`config.mk`:
```
export PLATFORM = sky130hd
export DESIGN_NAME = seq_frame_tx_flat
export DESIGN_NICKNAME = d
export VERILOG_FILES = /design/src/rtl/seq_frame_tx_if.sv /design/src/rtl/seq_frame_tx.sv /design/src/flat_wrapper.sv
export SDC_FILE = /design/constraint.sdc
export NUM_CORES = 1
export LEC_CHECK = 0
export BUFFER_PORTS_ARGS = -buffer_cell sky130_fd_sc_hd__buf_2
export CAP_MARGIN = 10
export CORE_ASPECT_RATIO = 0.8
export CORE_MARGIN = 2
export CORE_UTILIZATION = 25
export CTS_BUF_LIST = sky130_fd_sc_hd__clkbuf_2 sky130_fd_sc_hd__clkbuf_4 sky130_fd_sc_hd__clkbuf_8
export CTS_CLUSTER_SIZE = 12
export DETAILED_ROUTE_END_ITERATION = 12
export PLACE_DENSITY = 0.43
export SLEW_MARGIN = 25
export SYNTH_ARGS = -nofsm -noshare
export SYNTH_HDL_FRONTEND = slang
export SYNTH_SLANG_ARGS = --single-unit
```
`constraint.sdc`:
```
create_clock -name clk -period 2.95 [get_ports clk]
set_input_delay 0.295 -clock clk [delete_from_list [all_inputs] [get_ports clk]]
set_output_delay 0.295 -clock clk [all_outputs]
set_load 0.05 [all_outputs]
```
`src/rtl/seq_frame_tx_if.sv`:
```
// Handshake and serial-line bundle for seq_frame_tx.
// The master side requests frames; the slave side is the transmitter.
interface seq_frame_tx_if #(
    parameter int PAYLOAD_W = 8
);
    logic                 start;
    logic [PAYLOAD_W-1:0] data_in;
    logic                 tx_bit;
    logic                 tx_valid;
    logic                 busy;
    logic                 done;

    modport master (
        output start, data_in,
        input  tx_bit, tx_valid, busy, done
    );

    modport slave (
        input  start, data_in,
        output tx_bit, tx_valid, busy, done
    );
endinterface

```
`src/rtl/seq_frame_tx.sv`:
```
// Serial frame transmitter: sync word 1011, payload MSB-first, one guard 0.
// Every output is a flop, so the line can feed a Moore sequence detector directly.
module seq_frame_tx #(
    parameter int         PAYLOAD_W = 8,
    parameter logic [3:0] SYNC      = 4'b1011
) (
    input  logic          clk,
    input  logic          rst,
    seq_frame_tx_if.slave bus
);
    localparam int               CNT_W     = $clog2((PAYLOAD_W > 4) ? PAYLOAD_W : 4) + 1;
    localparam logic [CNT_W-1:0] SYNC_LAST = CNT_W'(3);
    localparam logic [CNT_W-1:0] PAY_LAST  = CNT_W'(PAYLOAD_W - 1);

    typedef enum logic [1:0] {
        S_IDLE    = 2'd0,
        S_SYNC    = 2'd1,
        S_PAYLOAD = 2'd2,
        S_GUARD   = 2'd3
    } state_t;

    state_t               r_state,  w_state_nxt;
    logic [CNT_W-1:0]     r_cnt,    w_cnt_nxt;
    logic [PAYLOAD_W-1:0] r_shift,  w_shift_nxt;
    logic [3:0]           r_sync,   w_sync_nxt;
    logic                 r_tx_bit, w_tx_bit_nxt;
    logic                 r_tx_valid, w_tx_valid_nxt;
    logic                 r_busy,   w_busy_nxt;
    logic                 r_done,   w_done_nxt;

    always_comb begin
        // NOTE: every signal assigned here gets a default first, so no path can infer a latch.
        w_state_nxt = r_state;
        w_cnt_nxt   = r_cnt;
        w_shift_nxt = r_shift;
        w_sync_nxt  = r_sync;

        case (r_state)
            S_IDLE: begin
                if (bus.start) begin
                    w_state_nxt = S_SYNC;
                    w_shift_nxt = bus.data_in;
                    w_sync_nxt  = SYNC;
                    w_cnt_nxt   = '0;
                end
            end
            S_SYNC: begin
                w_sync_nxt = r_sync << 1;
                if (r_cnt == SYNC_LAST) begin
                    w_state_nxt = S_PAYLOAD;
                    w_cnt_nxt   = '0;
                end else begin
                    w_cnt_nxt = r_cnt + CNT_W'(1);
                end
            end
            S_PAYLOAD: begin
                w_shift_nxt = r_shift << 1;
                if (r_cnt == PAY_LAST) begin
                    w_state_nxt = S_GUARD;
                    w_cnt_nxt   = '0;
                end else begin
                    w_cnt_nxt = r_cnt + CNT_W'(1);
                end
            end
            S_GUARD: w_state_nxt = S_IDLE;
            default: w_state_nxt = S_IDLE;
        endcase

        // Outputs are decoded from the next state so they land in flops with the state itself.
        w_busy_nxt     = (w_state_nxt != S_IDLE);
        w_tx_valid_nxt = (w_state_nxt == S_SYNC) || (w_state_nxt == S_PAYLOAD);
        w_done_nxt     = (w_state_nxt == S_GUARD);
        w_tx_bit_nxt   = 1'b0;
        if (w_state_nxt == S_SYNC) begin
            w_tx_bit_nxt = w_sync_nxt[3];
        end else if (w_state_nxt == S_PAYLOAD) begin
            w_tx_bit_nxt = w_shift_nxt[PAYLOAD_W-1];
        end
    end

    // NOTE: non-blocking assignments keep every flop sampling pre-edge values, whatever the statement order.
    always_ff @(posedge clk or negedge rst) begin
        if (!rst) begin
            r_state    <= S_IDLE;
            r_cnt      <= '0;
            r_shift    <= '0;
            r_sync     <= '0;
            r_tx_bit   <= 1'b0;
            r_tx_valid <= 1'b0;
            r_busy     <= 1'b0;
            r_done     <= 1'b0;
        end else begin
            r_state    <= w_state_nxt;
            r_cnt      <= w_cnt_nxt;
            r_shift    <= w_shift_nxt;
            r_sync     <= w_sync_nxt;
            r_tx_bit   <= w_tx_bit_nxt;
            r_tx_valid <= w_tx_valid_nxt;
            r_busy     <= w_busy_nxt;
            r_done     <= w_done_nxt;
        end
    end

    assign bus.tx_bit   = r_tx_bit;
    assign bus.tx_valid = r_tx_valid;
    assign bus.busy     = r_busy;
    assign bus.done     = r_done;
endmodule

```
`src/flat_wrapper.sv`:
```
// flat-port wrapper written by rule: the top's interface ports become plain ports
module seq_frame_tx_flat 
#(
    parameter int         PAYLOAD_W = 8,
    parameter logic [3:0] SYNC      = 4'b1011
)
  (clk, rst, bus_start, bus_data_in, bus_tx_bit, bus_tx_valid, bus_busy, bus_done);
  seq_frame_tx_if #(.PAYLOAD_W(PAYLOAD_W)) bus_i ();
  input  logic clk;
  input  logic rst;
  input wire logic [$bits(bus_i.start)-1:0] bus_start;
  input wire logic [$bits(bus_i.data_in)-1:0] bus_data_in;
  output wire logic [$bits(bus_i.tx_bit)-1:0] bus_tx_bit;
  output wire logic [$bits(bus_i.tx_valid)-1:0] bus_tx_valid;
  output wire logic [$bits(bus_i.busy)-1:0] bus_busy;
  output wire logic [$bits(bus_i.done)-1:0] bus_done;
  assign bus_i.start = bus_start;
  assign bus_i.data_in = bus_data_in;
  assign bus_tx_bit = bus_i.tx_bit;
  assign bus_tx_valid = bus_i.tx_valid;
  assign bus_busy = bus_i.busy;
  assign bus_done = bus_i.done;
  seq_frame_tx #(.PAYLOAD_W(PAYLOAD_W), .SYNC(SYNC)) u_core (.clk(clk), .rst(rst), .bus(bus_i));
endmodule
```
==> results.yml <==
synth:
  synthTopCellsByArea: "dfrtp_1, mux2i_1, o21ai_0, ha_1, nor2_1"
  ys_ff_latch: 22
  netlist_instances: 128
  post-synth-top-area-fraction: 0.446
  yosys.area.top_type: "dfrtp_1"
  netlist_area_um2: 1230
  ys_types: 31
  synth_fp_nets: 144
  synth_area_per_cell_um2: 9.64
  yosys_warnings: 0
  synth_seq_area_share: 0.446
sta:
  slew_viol_final: 0
  fin_crit_ns: 2.28
  setup_violations: 0
  finClkSkew_ns: 0.00417
  rsz0062_at_grt: "false"
  whs_ns: -0.0127
  timing.final.crit_share: 0.773
  worst_pin_slew_ns: 0.680
  slew_headroom: 0.543
  tns_ns: 0
  hold_viol_final: 22
  max_freq_mhz: 438
cells_and_area:
  area_growth_pct: 13.0
  final_common_cell: "dfrtp_1"
  final_cell_mix: "dfrtp_1, o21ai_0, mux2i_1"
  drive_gt1_frac: 0.151
  final_area_um2: 1390
  fin_nets: 157
  antenna_cells: 0
  fin_cells: 199
cts:
  clock_sinks: 22
  cts_buffers: 3
  htree_levels: 1
  cts_tree: "done"
  clockBufferDepth: 2
  postCtsSetupBuffers: 0
  cts_hold_buffers: 0
  clock_latency_ns: 0.26
  cts.repair.resized: 0
  clkTransAtPathRegs_ns: 0.08
  cts_root_buffer: "clkbuf_8"
power_and_ir_drop:
  power_uw: 1370
  peakVddDrop_mv: 0.440
  leakage_uw: 0.000619
  power_density_nw_per_um2: 984
drt:
  vias: 933
  wirelength_mm: 2.57
  drc: 0
  ant_nets: 0
  routedWlPerCell_um: 12.9
  vias_per_cell: 4.69
  drtIter0Drc: 80
  dr.pass1.iters: 4
placement:
  io_buffers: 14
  hpwl_mm: 1.88
  dpl.cell_count: 196
  dpl-instance-area_um2: 1350
  gp_congestion: 0.772
grt:
  grt.overflow.total: 0
  antenna_found_initial: 0
  grt_pass1_wl_mm: 4.24
  grt_pass1_vias: 849
  grt_max_degree: 23
  grtUsageTotal: 0.105
die:
  num_rows: 22
  die_w_um: 82.5
  dieArea_um2: 5520
  start_util: 0.264
  io_pins: 15
  die_h_um: 66.8
  core-area_um2: 4680
hold_path:
  hold_path.class: "primary input to asynchronous set/reset pin"
setup_path:
  cp_data_required_time_ns: 3.14
  end_kind: "flip-flop"
  worst-setup-path-type: "flip-flop to flip-flop"
  critPathArrivalTime_ns: 2.47
  start_kind: "flip-flop"
  critPathMaxFanout: 14
run_status:
  status: "complete, but fails checks"
  violations: "negative hold slack"
job:
  drv_cap: 0
[layer usage]
| layer | vias to the layer above | GRT usage | routed length (um) |
|---|---|---|---|
| met4 | 0 | 0.0307 | 27 |
| met1 | 444 | 0.136 | 1240 |
| met5 | - | 0 | 0 |
| met3 | 2 | 0.0285 | 92 |
| met2 | 13 | 0.169 | 1210 |
| li1 | 474 | - | - |
[path summary, 6_finish.rpt]
path	depth (start not counted)	endpoint	start	slack [ns]
worst max-delay path	5	u_core.bus.tx_bit	u_core.r_state[0]	0.67
worst min-delay path	1	u_core.bus.tx_valid	rst	-0.01
worst max register to register	5	u_core.bus.tx_bit	u_core.r_state[0]	0.67
worst min register to register	2	u_core.r_cnt[1]	u_core.r_cnt[1]	0.51
max in group asynchronous	1	u_core.r_sync[2]	rst	2.62
min in group clk	3	u_core.r_shift[6]	bus_data_in[6]	0.32
[metrics by stage]
| step | hold WS (ns) | util | worst slack [ns] |
|---|---|---|---|
| after CTS | 0.0157 | 0.298 | 0.656 |
| after detailed placement | 0.309 | 0.289 | 0.665 |
| final | -0.0127 | 0.298 | 0.669 |
| after global placement | 0.308 | 0.289 | 0.767 |
| after global routing | 0.0280 | 0.298 | 0.508 |
| after floorplan | -0.000591 | - | 1.27 |
[logic make-up (layout without fill, tap and decap cells)]
group                      Yosys count  count (layout)  synth area share
and+or+nand+nor                     39              39             0.171
AOI/OAI and AO/OA                   30              30             0.135
DFF                                 22              22             0.446
muxes                               18              18             0.147
buffers and inverters               13              24            0.0426
adders and majority gates            5               5            0.0507
xor gates and xnor gates             1               1           0.00710
[Yosys cell counts]
cell type / count
clkbuf_1: 3
mux2_2: 1
nor4b_2: 1
xor2_1: 1
nand2_1: 8
o21ai_0: 17
or2_2: 2
o31ai_1: 1
or3b_1: 1
inv_1: 7
nand3_1: 2
o311ai_1: 1
nand4b_1: 1
ha_1: 5
nor4bb_1: 1
nor2b_1: 2
mux2i_1: 17
nor3b_1: 2
a21oi_1: 8
nand3b_1: 1
nand2b_1: 1
nor3_1: 3
and2_0: 1
dfrtp_1: 22
buf_2: 3
a32oi_1: 1
a221o_1: 1
or3_1: 1
o22ai_1: 1
nor2_1: 11
and2_1: 1
[report_power, final]
group / leakage [uW] / internal, uW / switching [uW] / total, uW
clock network: 0.0000216 / 91.2 / 98.6 / 190
registers: 0.000272 / 430 / 99.6 / 529
logic: 0.000325 / 244 / 409 / 653
total: 0.000619 / 765 / 607 / 1370
[sequential cells by signal (all words and copies together) (netlist names)]
| register | count |
|---|---|
| u_core.bus.done | 1 |
| u_core.bus.tx_valid | 1 |
| u_core.bus.tx_bit | 1 |
| u_core.r_cnt | 4 |
| u_core.bus.busy | 1 |
| u_core.r_shift | 8 |
| u_core.r_state | 2 |
| u_core.r_sync | 4 |
[critical path, cell delays in order, from the launching register on]
cell	delay, ns
dfrtp_1	0.42
inv_1	0.11
ha_1	0.43
inv_1	0.31
o31ai_1	0.67
mux2i_1	0.26
[layout make-up]
class / instances / area [um2]
Clock buffer: 3 / 41.3
Fill cell: 503 / 3290
Inverter: 7 / 26.3
Multi-Input combinational cell: 93 / 631
Sequential cell: 22 / 551
Tap cell: 60 / 75.1
Timing Repair Buffer: 14 / 70.1
No activity file was read; power rests on OpenSTA's default activity.
